`src/rtl/ifu.sv`:
```
// Fetch stage plus the F/D pipeline register of a MIPS-style core.
// Redirects from the instruction in D take effect one edge later, so the delay slot always executes.
module ifu #(
    parameter logic [31:0] PC_RESET   = 32'h0000_3000,
    parameter int unsigned IMEM_WORDS = 4096,
    localparam int unsigned AW = (IMEM_WORDS > 1) ? $clog2(IMEM_WORDS) : 1
) (
    input  logic          clk,
    input  logic          reset,
    input  logic          stall,
    input  logic          flush_d,
    input  logic          br_taken,
    input  logic [31:0]   ext_imm,
    input  logic          jump,
    input  logic [25:0]   j_index,
    input  logic          jr,
    input  logic [31:0]   jr_addr,
    input  logic [31:0]   imem_rdata,
    output logic [AW-1:0] imem_addr,
    output logic [31:0]   pc_f,
    output logic [31:0]   instr_d,
    output logic [31:0]   pc_d,
    output logic [31:0]   pc8_d,
    output logic          valid_d,
    output logic          adel
);

    logic [31:0] pc_f_q,    pc_f_d;
    logic [31:0] instr_d_q, instr_d_d;
    logic [31:0] pc_d_q,    pc_d_d;
    logic        valid_d_q, valid_d_d;
    logic        adel_q,    adel_d;

    logic [31:0] pc_seq;
    logic [31:0] pc_d_plus4;
    logic [31:0] jump_tgt;
    logic [31:0] br_tgt;
    logic [31:0] jr_tgt;
    logic        redirect_en;
    logic [31:0] word_off;

    assign pc_seq      = pc_f_q + 32'd4;
    assign pc_d_plus4  = pc_d_q + 32'd4;
    assign jump_tgt    = (pc_d_plus4 & 32'hF000_0000) | {4'b0000, j_index, 2'b00};
    assign br_tgt      = pc_d_plus4 + ext_imm;
    assign jr_tgt      = jr_addr & 32'hFFFF_FFFC;
    assign redirect_en = valid_d_q & ~stall;

    // Word offset from the reset PC; wraps naturally modulo 2^32 below PC_RESET.
    assign word_off = (pc_f_q - PC_RESET) >> 2;

    generate
        if ((IMEM_WORDS & (IMEM_WORDS - 1)) == 0) begin : g_addr_pow2
            assign imem_addr = AW'(word_off);
        end else begin : g_addr_mod
            logic [31:0] word_mod;
            assign word_mod  = word_off % IMEM_WORDS;
            assign imem_addr = AW'(word_mod);
        end
    endgenerate

    always_comb begin
        pc_f_d = pc_f_q;
        if (!stall) begin
            pc_f_d = pc_seq;
            if (redirect_en) begin
                if (jr) begin
                    pc_f_d = jr_tgt;
                end else if (jump) begin
                    pc_f_d = jump_tgt;
                end else if (br_taken) begin
                    pc_f_d = br_tgt;
                end
            end
        end
    end

    // Flush overrides both the normal load and a stall hold of the D register.
    always_comb begin
        instr_d_d = instr_d_q;
        pc_d_d    = pc_d_q;
        valid_d_d = valid_d_q;
        if (!stall) begin
            instr_d_d = imem_rdata;
            pc_d_d    = pc_f_q;
            valid_d_d = 1'b1;
        end
        if (flush_d) begin
            instr_d_d = '0;
            pc_d_d    = pc_f_q;
            valid_d_d = 1'b0;
        end
    end

    always_comb begin
        adel_d = adel_q;
        if (redirect_en && jr && (jr_addr[1:0] != 2'b00)) begin
            adel_d = 1'b1;
        end
    end

    always_ff @(posedge clk or negedge reset) begin
        if (!reset) begin
            pc_f_q    <= PC_RESET;
            instr_d_q <= '0;
            pc_d_q    <= PC_RESET - 32'd4;
            valid_d_q <= 1'b0;
            adel_q    <= 1'b0;
        end else begin
            pc_f_q    <= pc_f_d;
            instr_d_q <= instr_d_d;
            pc_d_q    <= pc_d_d;
            valid_d_q <= valid_d_d;
            adel_q    <= adel_d;
        end
    end

    assign pc_f    = pc_f_q;
    assign instr_d = instr_d_q;
    assign pc_d    = pc_d_q;
    assign pc8_d   = pc_d_q + 32'd8;
    assign valid_d = valid_d_q;
    assign adel    = adel_q;

endmodule
```
`config.mk`:
```
export PLATFORM = sky130hd
export DESIGN_NAME = ifu
export DESIGN_NICKNAME = d
export VERILOG_FILES = /design/src/rtl/ifu.sv
export SDC_FILE = /design/constraint.sdc
export NUM_CORES = 1
export LEC_CHECK = 0
export ABC_AREA = 0
export BUFFER_PORTS_ARGS = -buffer_cell sky130_fd_sc_hd__clkbuf_2
export CELL_PAD_IN_SITES_DETAIL_PLACEMENT = 1
export CELL_PAD_IN_SITES_GLOBAL_PLACEMENT = 1
export CORE_UTILIZATION = 37
export DETAILED_ROUTE_END_ITERATION = 10
export GPL_ROUTABILITY_DRIVEN = 0
export PLACE_DENSITY = 0.91
export SLEW_MARGIN = 25
export SYNTH_ARGS = -nofsm -noshare
export SYNTH_HDL_FRONTEND = slang
export SYNTH_SLANG_ARGS = --single-unit
```
`constraint.sdc`:
```
create_clock -name clk -period 4.8 [get_ports clk]
set_clock_uncertainty 0.2 [all_clocks]
set_input_delay 0.72 -clock clk [delete_from_list [all_inputs] [get_ports clk]]
set_output_delay 0.72 -clock clk [all_outputs]
set_load 0.02 [all_outputs]
```
==> results.sh, run 1 <==
export IMPL_path_depth=14
export IMPL_clock_power_share=0.176
export IMPL_via_per_inst=6.03
export IMPL_yosysSeqAreaShare=0.309
export IMPL_cap_violations=0
export IMPL_slowest_stage="dfstp_2"
export IMPL_crit_arrival_ps=4680
export IMPL_cts_path_max_buffers=2
export IMPL_grt_pass1_wl_mm=51.3
export IMPL_synth_edf_count=0
export IMPL_cts_tree="built"
export IMPL_start_kind="flop"
export IMPL_synth_top_area_cell="dfrtp_1"
export IMPL_synthTopCellsByArea="dfrtp_1 (27%), ha_1 (6.3%), xnor2_1 (5.3%)"
export IMPL_max_freq_mhz=214
export IMPL_synthTopCellsByCount="nor2_1 (100), dfrtp_1 (85), nand2_1 (76), o21ai_0 (53), clkbuf_1 (50)"
export IMPL_path_clk_slew_ps=80
export IMPL_r2r_start="pc_d[5]$_DFFE_PN1P_"
export IMPL_layout_drive_gt1_share=0.303
export IMPL_r2r_slack_ps=130
export IMPL_maxSlewViolCount=0
export IMPL_hp_class="in -> async"
export IMPL_hpwl_mm=26.0
export IMPL_grt_remaining_overflow=0
export IMPL_final_setup_tns_ps=0
export IMPL_postLayoutCellArea_um2=9760
export IMPL_dr_pass1_iters=6
export IMPL_crit_chain="and3_2, nand2_1, or3_1, nor2_2, and2_2, nand4_1, xnor2_1, ha_1, nand4_1, or4_1, o221a_2, o31ai_1, xnor2_1, o221ai_2"
export IMPL_portBuffers=270
export IMPL_dp_slack_ps=34.7
export IMPL_synth_cells=947
export IMPL_place_area_um2=9440
export IMPL_grt_max_degree=75
export IMPL_endpoint_kind="flop"
export IMPL_finalSetupViolations=0
export IMPL_drc=0
export IMPL_grt_usage=0.304
export IMPL_io_pins=271
export IMPL_cp_top_family="simple AND/OR/NAND/NOR gates"
export IMPL_synth_top_area_share=0.266
export IMPL_async_reset_ff_frac=1.00
export IMPL_relSlewSlack=0.445
export IMPL_n_antenna_cell=0
export IMPL_syn_mean_instance_area_um2=8.44
export IMPL_crit_type="reg -> reg"
export IMPL_wire_per_inst_um=23.2
export IMPL_vias=8711
export IMPL_critPathBufInv=0
export IMPL_ctsHoldBuffers=0
export IMPL_p_seq_frac=0.317
export IMPL_p_int_uw=2300
export IMPL_rows=53
export IMPL_p_sw_frac=0.485
export IMPL_synthesis_nets=1117
export IMPL_irDropWorstVdd_v=0.000207
export IMPL_routed_wl_mm=33.5
export IMPL_tightestPinTransition_ps=829
export IMPL_r2r_end="pc_f[31]$_DFFE_PN0N_"
export IMPL_grt_pass1_vias=9166
export IMPL_ys_seq_elements=98
export IMPL_leakagePower_uw=0.00464
export IMPL_final_hold_viol_count=0
export IMPL_clk_latency_ps=360
export IMPL_areaGrowthSynthToFinish_pct=22.1
export IMPL_pwr_density_cell_nw_per_um2=457
export IMPL_setup_ws_ps=130
export IMPL_core_um2=21100
export IMPL_die_w_um=149
export IMPL_start_util=0.379
export IMPL_syn_cell_area_um2=8000
export IMPL_cts_root_buf="clkbuf_16"
export IMPL_cts_buffers=9
export IMPL_crit_required_ps=4810
export IMPL_drt_iter0_markers=692
export IMPL_fin_crit_ps=4670
export IMPL_switchingPower_uw=2160
export IMPL_comb_power_share=0.506
export IMPL_status="complete, no violations"
export IMPL_synth_distinct_cells=75
export IMPL_ant_nets=0
export IMPL_synth_most_common_cell="nor2_1"
export IMPL_cts_sinks=98
export IMPL_cp_max_fo=10
export IMPL_fin_nets=1336
export IMPL_worst_path_largest_cell_delay_ps=640
export IMPL_antenna_found_initial=0
export IMPL_cts_max_level=3
export IMPL_die_h_um=149
export IMPL_synth_flop_cell="dfrtp_1"
export IMPL_reg2reg_depth=14
export IMPL_fin_util=0.463
export IMPL_die_area_um2=22200
export IMPL_whs_ps=198
export IMPL_min_period_over_period=0.973
export IMPL_yosys_warnings=0
==> state kept, by name, summed over array words and instances (netlist names) <==
name / count
valid_d: 1
pc_f: 32
instr_d: 32
adel: 1
pc_d: 32
==> layout make-up <==
class                   count  area, um^2
repair buffers            281        1440
inverters                  24        90.1
well taps                 275         344
flip-flops and latches     98        2470
fillers                  2649       11300
clock inverters             6        82.6
clock buffers               9         225
multi-input cells         752        5110
==> through the flow <==
stage	total power, uW	cells
finish	4460	1445
detailed placement	3580	1430
CTS	4410	1445
floorplan	2790	947
global placement	3500	1430
global route	4670	1445
==> what timing repair did <==
item                       CTS  global route
buffers inserted             0             0
setup endpoints to repair    0             5
resized for setup            0             4
hold endpoints to repair     0             0
==> power by group through the flow <==
stage / logic (uW) / registers [uW] / clock network (uW)
5_1_grt: 2410 / 1430 / 828
2_1_floorplan: 1400 / 1390 / 0
4_1_cts: 2220 / 1390 / 801
3_5_place_dp: 2180 / 1400 / 0
3_3_place_gp: 2110 / 1390 / 0
6_report: 2260 / 1420 / 787
==> cell usage in the layout (no fill, tap or decap), types with 24 or more instances in the layout <==
master and n:
nand2_1 76, mux2i_1 35, inv_1 24, xor2_1 33, nand3_1 33, ha_1 40
a21oi_1 47, xnor2_1 48, dfrtp_1 85, nor2_1 99, o21ai_0 53, nand4_1 24
mux2_2 30, clkbuf_2 269
==> cells by family (layout without fill, tap and decap cells) <==
kind of cell	count (synthesis)	in the layout	synth area share
simple gates	327	327	0.199
compound gates	237	237	0.197
flops	98	98	0.309
buf+inv	97	320	0.0534
xor+xnor	82	82	0.0908
mux	65	65	0.0861
fa+ha+maj	41	41	0.0651
==> how the worst max path moves through the flow <==
stage,endpoint,slack [ps],start
after CTS,pc_f[31]$_DFFE_PN0N_,0.9,pc_d[5]$_DFFE_PN1P_
after global placement,pc_f[31]$_DFFE_PN0N_,380,pc_d[5]$_DFFE_PN1P_
after floorplan,pc_f[31]$_DFFE_PN0N_,400,pc_d[6]$_DFFE_PN1P_
after global routing,pc_f[30]$_DFFE_PN0N_,-30,pc_d[5]$_DFFE_PN1P_
after detailed placement,pc_f[31]$_DFFE_PN0N_,30,pc_d[5]$_DFFE_PN1P_
final,pc_f[31]$_DFFE_PN0N_,130,pc_d[5]$_DFFE_PN1P_
==> routing by layer <==
metal  global-route usage  routed length (um)
met5                    0                   0
met4                0.170                1730
met3               0.0636                2660
met2                0.490               15600
met1                0.377               13500
Power figures use the tool's default switching activity.
==> run 2, diff against run 1 <==
==> constraint.sdc (replaced) <==
create_clock -name clk -period 4.53 [get_ports clk]
set_clock_uncertainty 0.2 [all_clocks]
set_input_delay 0.6795 -clock clk [delete_from_list [all_inputs] [get_ports clk]]
set_output_delay 0.6795 -clock clk [all_outputs]
set_load 0.02 [all_outputs]
==> run 2 against run 1 <==
Compared with the run above: final cell count is 0.62% higher; utilization is 0.18 points higher; flip-flop and latch count stayed put; via count is 0.72% lower; cell area is 0.40% higher; wire length is 1.2% lower; global-route usage is 0.40 points lower; power is 5.1% higher; sequential power is 4% higher; critical endpoint unchanged; sequential share of layout area is 0.10 points lower.
==> results.sh, run 2 (same netlist as run 1, synthesis figures left out) <==
export IMPL_wl_met2_mm=15.4
export IMPL_routed_wl_met3_mm=2.86
export IMPL_grt_remaining_overflow=0
export IMPL_vias=8648
export IMPL_switchingPower_uw=2290
export IMPL_comb_power_share=0.514
export IMPL_tightestPinTransition_ps=901
export IMPL_start_util=0.379
export IMPL_finalSetupViolations=0
export IMPL_grt_pass1_vias=9046
export IMPL_p_seq_frac=0.315
export IMPL_cp_max_fo=9
export IMPL_clk_latency_ps=360
export IMPL_grt_max_degree=67
export IMPL_ant_nets=0
export IMPL_crit_chain="ha_1, nand2_1, or3_1, nor2_1, and2_2, nand4_1, xnor2_1, ha_1, nand4_1, or4_1, o221a_2, o31ai_2, xnor2_1, o221ai_2"
export IMPL_cts_sinks=98
export IMPL_p_sw_frac=0.489
export IMPL_endpoint_kind="flop"
export IMPL_cts_tree="built"
export IMPL_clock_power_share=0.171
export IMPL_critPathBufInv=0
export IMPL_relSlewSlack=0.399
export IMPL_core_um2=21100
export IMPL_final_setup_tns_ps=0
export IMPL_cp_top_family="simple AND/OR/NAND/NOR gates"
export IMPL_cts_path_max_buffers=2
export IMPL_fin_nets=1344
export IMPL_drc=0
export IMPL_hpwl_mm=26.0
export IMPL_antenna_found_initial=1
export IMPL_n_fill_cell=2622
export IMPL_die_area_um2=22200
export IMPL_setup_ws_ps=195
export IMPL_rows=53
export IMPL_crit_required_ps=4540
export IMPL_grt_usage=0.300
export IMPL_die_w_um=149
export IMPL_wire_per_inst_um=22.8
export IMPL_final_common_cell="clkbuf_2"
export IMPL_path_clk_slew_ps=70
export IMPL_start_kind="flop"
export IMPL_areaGrowthSynthToFinish_pct=22.5
export IMPL_routed_wl_mm=33.1
export IMPL_top_layer_used="met4"
export IMPL_cap_violations=0
export IMPL_n_antenna_cell=0
export IMPL_cts_buffers=9
export IMPL_p_int_uw=2400
export IMPL_slowest_stage="dfstp_2"
export IMPL_whs_ps=220
export IMPL_die_h_um=149
export IMPL_ctsHoldBuffers=0
export IMPL_cts_max_level=3
export IMPL_wl_met1_mm=13.3
export IMPL_max_freq_mhz=231
export IMPL_cts_root_buf="clkbuf_16"
export IMPL_worst_path_largest_cell_delay_ps=640
export IMPL_io_pins=271
export IMPL_via_per_inst=5.95
export IMPL_pwr_density_cell_nw_per_um2=478
export IMPL_fin_crit_ps=4330
export IMPL_layout_drive_gt1_share=0.305
export IMPL_crit_type="reg -> reg"
export IMPL_status="complete, no violations"
export IMPL_leakagePower_uw=0.00466
export IMPL_hp_class="in -> async"
export IMPL_irDropWorstVdd_v=0.000218
export IMPL_drt_iter0_markers=545
export IMPL_maxSlewViolCount=0
export IMPL_dp_slack_ps=150
export IMPL_dr_pass1_iters=8
export IMPL_grt_pass1_wl_mm=50.9
export IMPL_final_hold_viol_count=0
export IMPL_final_cell_mix="clkbuf_2 (269), nor2_1 (100), dfrtp_1 (85), nand2_1 (76), o21ai_0 (53)"
export IMPL_portBuffers=270
export IMPL_min_period_over_period=0.957
export IMPL_crit_arrival_ps=4340
[run 2: cell count changes in the layout (fill, tap and decap cells not counted), sizes merged]
cell,before,now
buf,12,20
bufinv,2,1
clkbuf,278,281
clkinv,3,0
clkinvlp,1,3
[run 2: through the flow]
step,instances,total power (uW),util,cell area [um^2]
finish,1454,4690,0.465,9800
global route,1454,4910,0.465,9800
CTS,1452,4650,0.464,9770
floorplan,947,2960,-,8000
global placement,1436,3740,0.450,9490
detailed placement,1436,3820,0.450,9490
[run 2: cell type report]
type	count	area, um^2	area share
clock inverters	4	52.6	0.00536
multi-input cells	752	5110	0.522
repair buffers	289	1500	0.153
well taps	275	344	0.0351
clock buffers	12	236	0.0241
flip-flops and latches	98	2470	0.252
inverters	24	90.1	0.00919
[run 2: routing by layer]
metal | track usage | vias to the layer above
met5 | 0 | -
met4 | 0.157 | 0
met3 | 0.0746 | 107
met2 | 0.489 | 455
met1 | 0.363 | 4227
li1 | - | 3859
[run 2: worst paths after layout]
check	start	endpoint	slack (ps)	cells after the start
worst max-delay path	pc_d[4]$_DFFE_PN1P_	pc_f[31]$_DFFE_PN0N_	200	14
worst min-delay path	reset	pc_f[5]$_DFFE_PN0N_	220	1
worst max register to register	pc_d[4]$_DFFE_PN1P_	pc_f[31]$_DFFE_PN0N_	200	14
worst min register to register	adel$_DFFE_PN0P_	adel$_DFFE_PN0P_	280	1
max in group asynchronous	reset	instr_d[13]$_DFFE_PN0P_	2970	2
min in group clk	adel$_DFFE_PN0P_	adel$_DFFE_PN0P_	280	1
[run 2: power by group through the flow]
stage	sequential, uW	combinational (uW)	clock (uW)
final	1480	2410	800
after detailed placement	1470	2350	0
after global placement	1460	2280	0
after CTS	1460	2380	806
after global routing	1500	2570	837
after floorplan	1470	1490	0
[run 2: repair_timing]
item | CTS | global route
resized for setup | 0 | 3
endpoints found under the setup margin | 0 | 6
setup buffers | 0 | 2
==> run 3, diff against run 2 <==
==> constraint.sdc (replaced) <==
create_clock -name clk -period 4.53 [get_ports clk]
set_clock_uncertainty 0.2 [all_clocks]
set_input_delay 0.906 -clock clk [delete_from_list [all_inputs] [get_ports clk]]
set_output_delay 0.906 -clock clk [all_outputs]
set_load 0.02 [all_outputs]
==> run 3 against run 2 <==
Compared with the run above: register-to-register slack got worse by 50 ps; clock power grew 2%; setup slack worse by 48 ps; count of clock-buffer cells in the layout unchanged; first-iteration DRC count is 35% higher; global-route usage grew 1.0 points; wire length is 3.1% higher; sequential share of layout area decreased by 0.20 points; largest cell class unchanged; critical endpoint unchanged.
==> results.sh, run 3 (same netlist as run 1, synthesis figures left out) <==
export IMPL_grt_max_degree=80
export IMPL_hpwl_mm=26.3
export IMPL_final_cells=1459
export IMPL_status="complete, no violations"
export IMPL_rows=53
export IMPL_cap_violations=0
export IMPL_finalSetupViolations=0
export IMPL_grt_pass1_wl_mm=52.3
export IMPL_maxSlewViolCount=0
export IMPL_grt_pass1_vias=9291
export IMPL_die_h_um=149
export IMPL_fin_nets=1349
export IMPL_areaGrowthSynthToFinish_pct=23.5
export IMPL_endpoint_kind="flop"
export IMPL_crit_required_ps=4540
export IMPL_grt_usage=0.310
export IMPL_antenna_found_initial=0
export IMPL_max_freq_mhz=228
export IMPL_crit_type="reg -> reg"
export IMPL_hp_class="reg -> reg"
export IMPL_irDropWorstVdd_v=0.000172
export IMPL_final_hold_viol_count=0
export IMPL_min_period_over_period=0.968
export IMPL_start_util=0.379
export IMPL_cts_tree="built"
export IMPL_dpl_cell_count=1441
export IMPL_drt_iter0_markers=738
export IMPL_dr_pass1_iters=5
export IMPL_routed_wl_mm=34.1
export IMPL_drc=0
export IMPL_pwr_density_cell_nw_per_um2=484
export IMPL_cts_sinks=98
export IMPL_layout_drive_gt1_share=0.315
export IMPL_wire_per_inst_um=23.4
export IMPL_portBuffers=270
export IMPL_clk_latency_ps=360
export IMPL_leakagePower_uw=0.00470
export IMPL_fin_crit_ps=4380
export IMPL_n_antenna_cell=0
export IMPL_cts_path_max_buffers=2
export IMPL_vias=8800
export IMPL_die_area_um2=22200
export IMPL_start_kind="flop"
export IMPL_grt_remaining_overflow=0
export IMPL_cts_buffers=9
export IMPL_ant_nets=0
export IMPL_via_per_inst=6.03
export IMPL_path_clk_slew_ps=70
export IMPL_final_common_cell="clkbuf_2"
export IMPL_io_pins=271
export IMPL_cp_max_fo=8
export IMPL_tightestPinTransition_ps=807
export IMPL_fin_util=0.468
export IMPL_fin_total_pwr_uw=4780
export IMPL_crit_arrival_ps=4390
export IMPL_cts_max_level=3
export IMPL_die_w_um=149
export IMPL_relSlewSlack=0.460
export IMPL_cts_root_buf="clkbuf_16"
export IMPL_final_cell_mix="clkbuf_2 (269), nor2_1 (99), dfrtp_1 (85), nand2_1 (76), o21ai_0 (52)"
export IMPL_core_um2=21100
-- run 3: path summary, 6_finish.rpt --
path / startpoint / end / slack (ps) / cells past startpoint
min: adel$_DFFE_PN0P_ / adel$_DFFE_PN0P_ / 280 / 1
min in group asynchronous: reset / instr_d[9]$_DFFE_PN0P_ / 380 / 1
min reg2reg: adel$_DFFE_PN0P_ / adel$_DFFE_PN0P_ / 280 / 1
max in group asynchronous: reset / pc_d[19]$_DFFE_PN0P_ / 2940 / 2
max: pc_d[6]$_DFFE_PN1P_ / pc_f[31]$_DFFE_PN0N_ / 150 / 14
max reg2reg: pc_d[6]$_DFFE_PN1P_ / pc_f[31]$_DFFE_PN0N_ / 150 / 14
-- run 3: what timing repair did --
item                                    4_1_cts  5_1_grt
endpoints found under the setup margin        0        7
gates resized for setup                       0       10
hold endpoints to repair                      0        0
hold buffers                                  0        0
setup buffers                                 0        2
-- run 3: critical path, cell delays in order, from the launching register on --
cell and delay (ps):
dfstp_2 620, and3_1 210, buf_4 140, nand4_1 210
buf_4 230, nor2_1 180, nand3_1 150, xnor2_1 170
ha_1 440, nand4_1 230, or4_1 580, o221a_2 310
o31ai_2 280, xnor2_1 170, o221ai_2 110
-- run 3: stage by stage --
stage	setup slack, ps	instance area (um^2)	hold WS (ps)	setup TNS [ps]
3_5_place_dp	124	9520	266	0
4_1_cts	32.2	9830	292	0
3_3_place_gp	321	9520	263	0
5_1_grt	-0.769	9880	324	-0.769
2_1_floorplan	134	8000	377	0
6_report	147	9880	281	0
-- run 3: layout make-up --
class / count / area (um^2)
Fill cell: 2623 / 11200
Multi-Input combinational cell: 752 / 5130
Sequential cell: 98 / 2470
Timing Repair Buffer: 294 / 1540
Tap cell: 275 / 344
Clock buffer: 12 / 256
Inverter: 24 / 90.1
Clock inverter: 4 / 50.0
-- run 3: report_power, final --
| part | switching [uW] | total, uW | internal [uW] | leakage [uW] |
|---|---|---|---|---|
| Clock | 356 | 814 | 458 | 0.000145 |
| Combinational | 1580 | 2500 | 920 | 0.00336 |
| Sequential | 396 | 1460 | 1070 | 0.00120 |
| Total | 2340 | 4780 | 2440 | 0.00470 |
-- run 3: per-layer routing --
layer | vias up | track usage | routed length (um) | share of wire
li1 | 3877 | - | - | -
met1 | 4272 | 0.376 | 13300 | 0.39
met2 | 514 | 0.507 | 16000 | 0.47
met3 | 137 | 0.0703 | 3060 | 0.090
met4 | 0 | 0.171 | 1770 | 0.052
met5 | - | 0 | 0 | 0
